File: config.mk
export PLATFORM = sky130hd
export DESIGN_NAME = adc_hex_framer
export DESIGN_NICKNAME = d
export VERILOG_FILES = /design/src/rtl/uart_pkg.sv /design/src/rtl/nibble_to_ascii.sv /design/src/rtl/adc_hex_framer.sv
export SDC_FILE = /design/constraint.sdc
export NUM_CORES = 1
export LEC_CHECK = 0
export ABC_CLOCK_PERIOD_IN_PS = 5450
export BUFFER_PORTS_ARGS = -buffer_cell sky130_fd_sc_hd__buf_2
export CORE_UTILIZATION = 35
export CTS_CLUSTER_DIAMETER = 80
export DETAILED_ROUTE_END_ITERATION = 12
export PLACE_DENSITY = 0.59
export SLEW_MARGIN = 0
export SYNTH_ARGS = -nofsm -noshare
export SYNTH_HDL_FRONTEND = slang
export SYNTH_HIERARCHICAL = 1
export SYNTH_SLANG_ARGS = --single-unit
File: constraint.sdc
create_clock -name clk -period 5.45 [get_ports clk]
set_input_delay 0.8175 -clock clk [delete_from_list [all_inputs] [get_ports clk]]
set_output_delay 0.8175 -clock clk [all_outputs]
set_load 0.05 [all_outputs]
File: src/rtl/uart_pkg.sv
`default_nettype none
// ============================================================================
// Module      : uart_pkg
// Description : Shared constants and FSM encoding for the ADC-to-UART hex
//               framer and related serial debug paths.
// Revision    : 1.0 - initial release
// ============================================================================
package uart_pkg;

  localparam logic [7:0] ASCII_0  = 8'h30;
  localparam logic [7:0] ASCII_A  = 8'h41;
  localparam logic [7:0] ASCII_CR = 8'h0D;
  localparam logic [7:0] ASCII_LF = 8'h0A;

  // Four hex digits plus CR, LF
  localparam int FRAME_LEN = 6;
  localparam int IDX_W     = 3;

  typedef enum logic [1:0] {
    ST_IDLE  = 2'd0,
    ST_START = 2'd1,
    ST_WAIT  = 2'd2,
    ST_NEXT  = 2'd3
  } state_t;

endpackage
`default_nettype wire

File: src/rtl/nibble_to_ascii.sv
`default_nettype none
// ============================================================================
// Module      : nibble_to_ascii
// Description : Combinational 4-bit value to uppercase ASCII hex digit.
// Revision    : 1.0 - initial release
// ============================================================================
module nibble_to_ascii
  import uart_pkg::*;
(
  input  logic [3:0] nibble,
  output logic [7:0] ascii
);

  // 0-9 map onto '0'..'9', 10-15 onto 'A'..'F'
  always_comb begin
    if (nibble <= 4'd9) begin
      ascii = ASCII_0 + {4'd0, nibble};
    end else begin
      ascii = ASCII_A + {4'd0, nibble} - 8'd10;
    end
  end

endmodule
`default_nettype wire

File: src/rtl/adc_hex_framer.sv
`default_nettype none
// ============================================================================
// Module      : adc_hex_framer
// Description : Captures a 16-bit ADC sample on an external or periodic
//               trigger and hands it to the UART transmitter as four ASCII
//               hex digits plus CR/LF, one byte per start/done handshake.
// Revision    : 1.0 - initial release
// ============================================================================
module adc_hex_framer
  import uart_pkg::*;
#(
  parameter int SAMPLE_DIV = 65536,
  parameter int TX_TIMEOUT = 32768
) (
  input  logic        clk,
  input  logic        reset_n,
  input  logic [15:0] sample,
  input  logic        trigger,
  input  logic        auto_en,
  input  logic        tx_done,
  input  logic        clr_flags,
  output logic [7:0]  tx_data,
  output logic        tx_start,
  output logic        busy,
  output logic [7:0]  frame_count,
  output logic        overrun,
  output logic        timeout
);

  localparam int TMR_W = (SAMPLE_DIV > 2) ? $clog2(SAMPLE_DIV) : 1;
  localparam int TO_W  = $clog2(TX_TIMEOUT + 1);

  localparam logic [TMR_W-1:0] c_tmr_last = TMR_W'(SAMPLE_DIV - 1);
  localparam logic [TO_W-1:0]  c_to_last  = TO_W'(TX_TIMEOUT - 1);
  localparam logic [IDX_W-1:0] c_idx_last = IDX_W'(FRAME_LEN - 1);

  state_t           r_state;
  logic [IDX_W-1:0] r_idx;
  logic [15:0]      r_shadow;
  logic [TMR_W-1:0] r_timer;
  logic [TO_W-1:0]  r_wait_cnt;

  logic             w_timer_hit;
  logic             w_trigger_any;
  logic             w_to_hit;
  logic [15:0]      w_sel_word;
  logic [IDX_W-1:0] w_sel_idx;
  logic [3:0]       w_nibble;
  logic [7:0]       w_hex;
  logic [7:0]       w_byte;

  assign w_timer_hit   = auto_en && (r_timer == c_tmr_last);
  assign w_trigger_any = trigger | w_timer_hit;
  assign w_to_hit      = (r_state == ST_WAIT) && !tx_done && (r_wait_cnt == c_to_last);

  // Byte about to be loaded: in IDLE it is byte 0 of the live sample (the
  // shadow is being written on the same edge); otherwise the next shadow byte.
  always_comb begin
    w_sel_word = (r_state == ST_IDLE) ? sample : r_shadow;
    w_sel_idx  = (r_state == ST_IDLE) ? '0 : r_idx + IDX_W'(1);
    case (w_sel_idx)
      3'd0:    w_nibble = w_sel_word[15:12];
      3'd1:    w_nibble = w_sel_word[11:8];
      3'd2:    w_nibble = w_sel_word[7:4];
      default: w_nibble = w_sel_word[3:0];
    endcase
    case (w_sel_idx)
      3'd4:    w_byte = ASCII_CR;
      3'd5:    w_byte = ASCII_LF;
      default: w_byte = w_hex;
    endcase
  end

  nibble_to_ascii u_hex (
    .nibble (w_nibble),
    .ascii  (w_hex)
  );

  // Period timer: free-runs while auto_en is high, held at zero otherwise
  always_ff @(posedge clk or negedge reset_n) begin
    if (!reset_n) begin
      r_timer <= '0;
    end else if (!auto_en || w_timer_hit) begin
      r_timer <= '0;
    end else begin
      r_timer <= r_timer + TMR_W'(1);
    end
  end

  // Sticky error flags; a new set event overrides a simultaneous clear
  always_ff @(posedge clk or negedge reset_n) begin
    if (!reset_n) begin
      overrun <= 1'b0;
      timeout <= 1'b0;
    end else begin
      if (w_trigger_any && (r_state != ST_IDLE)) overrun <= 1'b1;
      else if (clr_flags)                        overrun <= 1'b0;
      if (w_to_hit)                              timeout <= 1'b1;
      else if (clr_flags)                        timeout <= 1'b0;
    end
  end

  // Frame sequencer with registered handshake outputs
  always_ff @(posedge clk or negedge reset_n) begin
    if (!reset_n) begin
      r_state     <= ST_IDLE;
      r_idx       <= '0;
      r_shadow    <= '0;
      r_wait_cnt  <= '0;
      tx_data     <= 8'h00;
      tx_start    <= 1'b0;
      busy        <= 1'b0;
      frame_count <= 8'h00;
    end else begin
      tx_start <= 1'b0;
      case (r_state)
        ST_IDLE: begin
          if (w_trigger_any) begin
            r_shadow <= sample;
            r_idx    <= '0;
            tx_data  <= w_byte;
            tx_start <= 1'b1;
            busy     <= 1'b1;
            r_state  <= ST_START;
          end
        end
        ST_START: begin
          r_wait_cnt <= '0;
          r_state    <= ST_WAIT;
        end
        ST_WAIT: begin
          if (tx_done) begin
            r_state <= ST_NEXT;
          end else if (w_to_hit) begin
            busy    <= 1'b0;
            r_state <= ST_IDLE;
          end else begin
            r_wait_cnt <= r_wait_cnt + TO_W'(1);
          end
        end
        ST_NEXT: begin
          if (r_idx == c_idx_last) begin
            frame_count <= frame_count + 8'd1;
            busy        <= 1'b0;
            r_state     <= ST_IDLE;
          end else begin
            r_idx    <= r_idx + IDX_W'(1);
            tx_data  <= w_byte;
            tx_start <= 1'b1;
            r_state  <= ST_START;
          end
        end
        default: r_state <= ST_IDLE;
      endcase
    end
  end

endmodule
`default_nettype wire

==> metrics, run 1 <==
Worst Path Arrival approximately 3.5 ns; clk sinks 73; FP Rows 38; Pre-antenna DRT Iters 4; Root Buffer clkbuf_16; setup TNS 0 ns; status finished clean; startpoint types flop; Gate Count Post-Synth about 380; Crit Path Class flop to flop; first-pass GRT wire length between 10 and 15 mm; vias in the first global route approximately 3000; Worst-path clk slew roughly 0.06 ns; layout cells sized above 1 between 20% and 30%; reg-to-reg critical path startpoint r_idx[0]; Cell variety after synth 60; maximum vdd ir drop 0.4788 mV; synthesis-to-finish area growth 13.79%; flop-to-flop setup slack approximately 2.2 ns; Yosys warnings 6; Slew @ Worst Pin between 1 and 1.5 ns; CTS tree yes; Core Box Area around 0.011 mm^2; CTS Buffer Depth 2; Avg WL per Cell approximately 14 um; Period Utilization, post-route approximately three fifths; CP Launch Point r_idx[0]; Initial Util between 30% and 40%; drt first-iter violations about 140; Clock Skew roughly 0.0057 ns; crit path to tx_data[3]; # fillers approximately 1100; clock buffer count from CTS 9; final core utilization 41.46%; DP Wirelength about 5.4 mm; Avg Inst Size Synth 10.42 um^2; worst-path fanout max 14; wirelength, routed 7.774 mm; final max-slew violation count 0; element type at the critical path end flop; initial antenna violation count 0; final setup fails 0; fmax 0.3036 GHz; Top Ports 42; Die Ht approximately 110 um; CP required ~5.6 ns; Leakage around 2.1 nW; Crit Reg-Reg Endpoint tx_data[3]; Design Area, Final 0.004553 mm^2; largest net degree at the start of global routing 74; Max-cap violations 0; # nets final about 450; Resize count post-CTS 0; fin crit period 3.294 ns; total gr overflow 0; slew margin rel. about 30%; GR Util All Layers between 10% and 20%; # diodes 0; vias ~2900; placed cell area between 0.004 and 0.005 mm^2; RSZ-0062 raised after global routing no; Via-to-Cell Ratio between 5 and 6; Hold Fails Final Rpt 0; Worst-Skew Late Latency approximately 0.33 ns; Post-CTS Hold Fix Bufs 0; share of flip-flops with an asynchronous set or reset between 90% and 100%; Max H-tree Level 3; register bit total from synthesis 73; dominant synthesized flop cell dfrtp_1; Post-synth EDFFs 0; worst-case reg-to-reg path depth 12; post-CTS setup buffers 0; Synth Net Count 418; pwr dens around 520 mW/mm^2; DIE AREA 0.01186 mm^2; Port Buffers slightly above 40; gpl congestion approximately 0.85; Hold WC Path Type flop to flop; DRC errors left 0; cell area after synthesis about 0.004 mm^2; Die Wd around 110 um; Seq/Total Area, Yosys 45.65%; Antenna Violating Nets Remaining 0
[area by class of cell]
class	instances	area, um^2	area share [%]
timing repair buffer	43	220.2	4.836
multi-input combinational	282	1998	43.89
clock buffer	10	239.0	5.249
clock inverter	5	56.30	1.237
tap	140	175.2	3.847
sequential	73	1827	40.12
inverter	10	37.54	0.8244
[per-stage QoR]
step                      instances  power (mW)  hold slack, ns  setup slack (ns)
after floorplan                 384       1.573          0.4479             2.755
after global placement          548       1.754          0.4565             2.313
after detailed placement        548       1.774          0.4602             2.182
after CTS                       563       2.372          0.4720             2.198
after global routing            563       2.520          0.5093             1.956
final                           563       2.351          0.4652             2.156
[synth_stat cells, types with 5 or more instances]
cell	count	area, um^2
mux2_2	9	101.4
a21oi_1	11	55.05
mux2_4	9	135.1
xnor2_1	23	201.4
nand4_1	8	50.05
o21ai_0	8	40.04
o21ai_1	10	50.05
nand2_1	50	187.7
inv_1	10	37.54
dfrtp_1	73	1827
nor2_1	32	120.1
clkbuf_1	8	30.03
ha_1	12	150.1
and3_1	6	37.54
nand3_1	16	80.08
a21boi_0	6	45.04
and2_1	5	31.28
and4_1	9	78.83
xor2_1	10	87.58
[cells in the final DEF, fill, tap and decap left out, types with 10 or more instances in the layout]
master,instances
a21oi_1,11
buf_2,41
dfrtp_1,73
ha_1,12
inv_1,10
nand2_1,50
nand3_1,16
nor2_1,32
o21ai_1,10
xnor2_1,23
xor2_1,10
[critical path: stages (launching register included)]
cell,delay (ns)
dfrtp_1,0.57
ha_1,0.31
or2_2,0.41
o21ai_0,0.39
a21oi_1,0.13
a32oi_1,0.36
inv_1,0.14
ha_1,0.25
nor2_2,0.15
a21boi_2,0.20
nor3b_1,0.06
nor2_1,0.13
o21ai_1,0.06
[how the worst min path moves through the flow]
| stage | start | endpoint | slack, ns | cells after the start |
|---|---|---|---|---|
| global placement | frame_count[7] | frame_count[7] | 0.46 | 1 |
| detailed placement | frame_count[7] | frame_count[7] | 0.46 | 1 |
| floorplan | r_timer[0] | r_timer[0] | 0.45 | 1 |
| CTS | frame_count[7] | frame_count[7] | 0.47 | 1 |
| finish | frame_count[7] | frame_count[7] | 0.47 | 1 |
| global route | frame_count[7] | frame_count[7] | 0.51 | 1 |
[logic make-up (layout without fill, tap and decap cells)]
| group | count (synthesis) | in the layout | synth area share [%] |
|---|---|---|---|
| AO/OA/AOI/OAI | 62 | 62 | 11.60 |
| XOR/XNOR | 33 | 33 | 7.223 |
| adder cells (fa/ha/maj) | 12 | 12 | 3.752 |
| buffers and inverters | 29 | 68 | 4.409 |
| flip-flops | 73 | 73 | 45.65 |
| multiplexers | 19 | 19 | 6.160 |
| other | 1 | 1 | 0.09372 |
| AND/OR/NAND/NOR | 155 | 155 | 21.11 |
[metal layers]
| metal | vias to the layer above | wire (um) | part of all wire (%) | GRT usage, % |
|---|---|---|---|---|
| met2 | 57 | 3620 | 47 | 23.14 |
| met5 | - | 0 | 0 | 0 |
| met4 | 0 | 158 | 2.0 | 7.722 |
| met1 | 1394 | 3697 | 48 | 20.39 |
| met3 | 13 | 298 | 3.8 | 2.510 |
| li1 | 1412 | - | - | - |
[registers in the layout, summed over array words and instances (netlist names), 2 cells and up]
register,flops
tx_data,8
r_wait_cnt,16
r_idx,3
frame_count,8
r_timer,16
r_state,2
r_shadow,16
[where the power goes]
part	switching (mW)	internal [mW]	total (mW)
sequential	0.0965	0.670	0.767
combinational	0.621	0.380	1.00
clock	0.221	0.363	0.584
Note: power is estimated with default switching activity, not from simulation.
==> inputs of run 2 (changes only) <==
- ABC_AREA: default -> 1
- ABC_CLOCK_PERIOD_IN_PS: 5450 -> 3230
- clock period: 5.45 -> 3.23 ns (I/O delays scaled with it)
==> metrics, run 2 <==
status finished clean; Yosys warnings 6; first-pass GRT wire length 14.79 mm; reg-to-reg critical path startpoint r_state[0]; slew margin rel. between 50% and 60%; FP Rows 39; Slew @ Worst Pin 0.7124 ns; Crit Reg-Reg Endpoint tx_data[1]; vias between 3000 and 4000; Die Wd around 110 um; RSZ-0062 raised after global routing no; fmax about 0.35 GHz; startpoint types flop; # nets final 617; Core Box Area roughly 0.011 mm^2; Max H-tree Level 3; share of flip-flops with an asynchronous set or reset between 90% and 100%; total power 4.065 mW; DRC errors left 0; register bit total from synthesis 73; flop-to-flop setup slack ~0.39 ns; cell area after synthesis slightly above 0.004 mm^2; Largest regs r_shadow: 16 flops, r_timer: 16 flops, r_wait_cnt: 16 flops; Die Ht about 110 um; Avg Inst Size Synth roughly 7.6 um^2; # diodes 0; Synth area leaders dfrtp_1 44%, nand2_1 15%, inv_1 5.5%, o21ai_1 4.1%, nand3_1 3.9%; Pre-antenna DRT Iters 4; Port Buffers between 40 and 50; Post-synth top cells 160 x nand2_1, 73 x dfrtp_1, 60 x inv_1, 41 x nor2_1, 34 x o21ai_1; worst-case reg-to-reg path depth 15; CTS tree yes; element type at the critical path end flop; largest net degree at the start of global routing 46; Worst-path clk slew 0.06 ns; worst-path fanout max 6; Via-to-Cell Ratio between 4 and 5; Max-cap violations 0; gpl congestion 0.8349; Yosys top cell by area dfrtp_1; Leakage ~2.4 nW; Hold WC Path Type input pin to asynchronous set/reset pin; fin crit period around 2.8 ns; Worst-Skew Late Latency 0.33 ns; final setup fails 0; CTS Buffer Depth 2; Seq/Total Area, Yosys approximately 44%; Clock Skew roughly 0.0075 ns; setup TNS 0 ns; clk sinks 73; DP Wirelength around 6.2 mm; final max-slew violation count 0; Period Utilization, post-route 88.06%; Worst Path Arrival between 3 and 4 ns; # fillers 1159; DIE AREA approximately 0.012 mm^2; most frequent cells in the layout 160 x nand2_1, 73 x dfrtp_1, 60 x inv_1; Avg WL per Cell between 10 and 15 um; Initial Util 35.96%; pre-CTS WS around 0.34 ns; CP required around 3.4 ns; Hold Fails Final Rpt 0; crit path to tx_data[1]; synthesis-to-finish area growth 16.02%; final core utilization between 40% and 50%; clock buffer count from CTS 9; most frequent cell after synthesis nand2_1; GR Util All Layers 14.72%; drt first-iter violations approximately 150; pwr dens 849.7 mW/mm^2; Fin Hold WS roughly 0.2 ns; Setup WS post-layout between 0.3 and 0.4 ns; Cell variety after synth 34; Synth Net Count about 580; Root Buffer clkbuf_16; post-synth top area share around 44%; maximum vdd ir drop between 0.3 and 0.4 mV; Crit Path Class flop to flop; post-CTS setup buffers 0; Top Ports 42; dominant synthesized flop cell dfrtp_1; initial antenna violation count 0; most common cell after layout, fill and taps aside nand2_1; layout cells sized above 1 15.65%; Gate Count Post-Synth ~540; vias in the first global route 3265; CP Launch Point r_state[0]; wirelength, routed between 8 and 9 mm; Antenna Violating Nets Remaining 0; total gr overflow 0; Post-synth EDFFs 0
## run 2: cell types whose count changed in the layout (fill, tap and decap cells not counted), moves of 6 or more
cell      before  now
xnor2_1       23    4
and4_1         9    0
inv_2          0   11
a21boi_0       6    0
o21ai_1       10   34
inv_1         10   60
and3_1         6    0
nor2_1        32   41
o21ai_0        8   27
mux2_4         9    0
nand3_1       16   32
mux2_2         9    1
nand2_1       50  160
## run 2: layout make-up
| cell class | instances | area, um^2 | share of cell area [%] |
|---|---|---|---|
| multi-input cells | 384 | 1953 | 40.82 |
| clock inverters | 7 | 93.84 | 1.961 |
| well taps | 143 | 178.9 | 3.740 |
| inverters | 73 | 281.5 | 5.884 |
| clock buffers | 9 | 225.2 | 4.707 |
| flip-flops and latches | 73 | 1827 | 38.18 |
| repair buffers | 42 | 225.2 | 4.707 |
## run 2: cell families (layout without fill, tap and decap cells)
logic type                 Yosys count  after routing  share of synthesized area (%)
AOI/OAI and AO/OA                   76             76                          9.800
muxes                                1              1                         0.2730
xor gates and xnor gates            19             19                          4.035
and+or+nand+nor                    275            275                          29.52
adders and majority gates           12             12                          3.641
other                                1              1                        0.09093
DFF                                 73             73                          44.30
buffers and inverters               85            131                          8.343
## run 2: what timing repair did
| action | CTS | global route |
|---|---|---|
| resized for setup | 0 | 2 |
| hold buffers | 0 | 0 |
| setup endpoints to repair | 0 | 1 |
## run 2: power by group
group          total, mW  internal, mW  switching [mW]  leakage, nW
Combinational       1.77         0.547            1.23         1.31
Clock               1.07         0.676           0.390        0.152
Sequential          1.22          1.11           0.115        0.971
Total               4.07          2.33            1.73         2.43
## run 2: critical path, cell delays in order (launching register included)
cell and delay [ns]:
dfrtp_1 0.41, inv_1 0.10, ha_1 0.32, nor2_1 0.18, inv_1 0.08, nor3_1 0.36
nand2_1 0.09, nand4_1 0.16, inv_1 0.09, ha_1 0.25, o21ai_4 0.20, nand2_4 0.09
nand2_1 0.08, nand2_1 0.05, o21ai_0 0.18, o21ai_1 0.09
## run 2: worst min-delay path by stage
stage	startpoint	to
after floorplan	reset_n	busy
after global placement	r_timer[0]	r_timer[0]
after detailed placement	frame_count[7]	frame_count[7]
after CTS	reset_n	r_wait_cnt[12]
after global routing	reset_n	r_wait_cnt[12]
final	reset_n	r_wait_cnt[12]
## run 2: through the flow
stage | cells | instance area, um^2
2_1_floorplan | 542 | 4124
3_3_place_gp | 715 | 4463
3_5_place_dp | 715 | 4463
4_1_cts | 731 | 4782
5_1_grt | 731 | 4785
6_report | 731 | 4785
## run 2: layer usage
layer	routed length (um)	track usage [%]	vias up
met3	280	3.403	11
met1	4171	18.93	1532
met4	120	4.711	0
li1	-	-	1802
met2	3865	24.43	52
met5	0	0	-
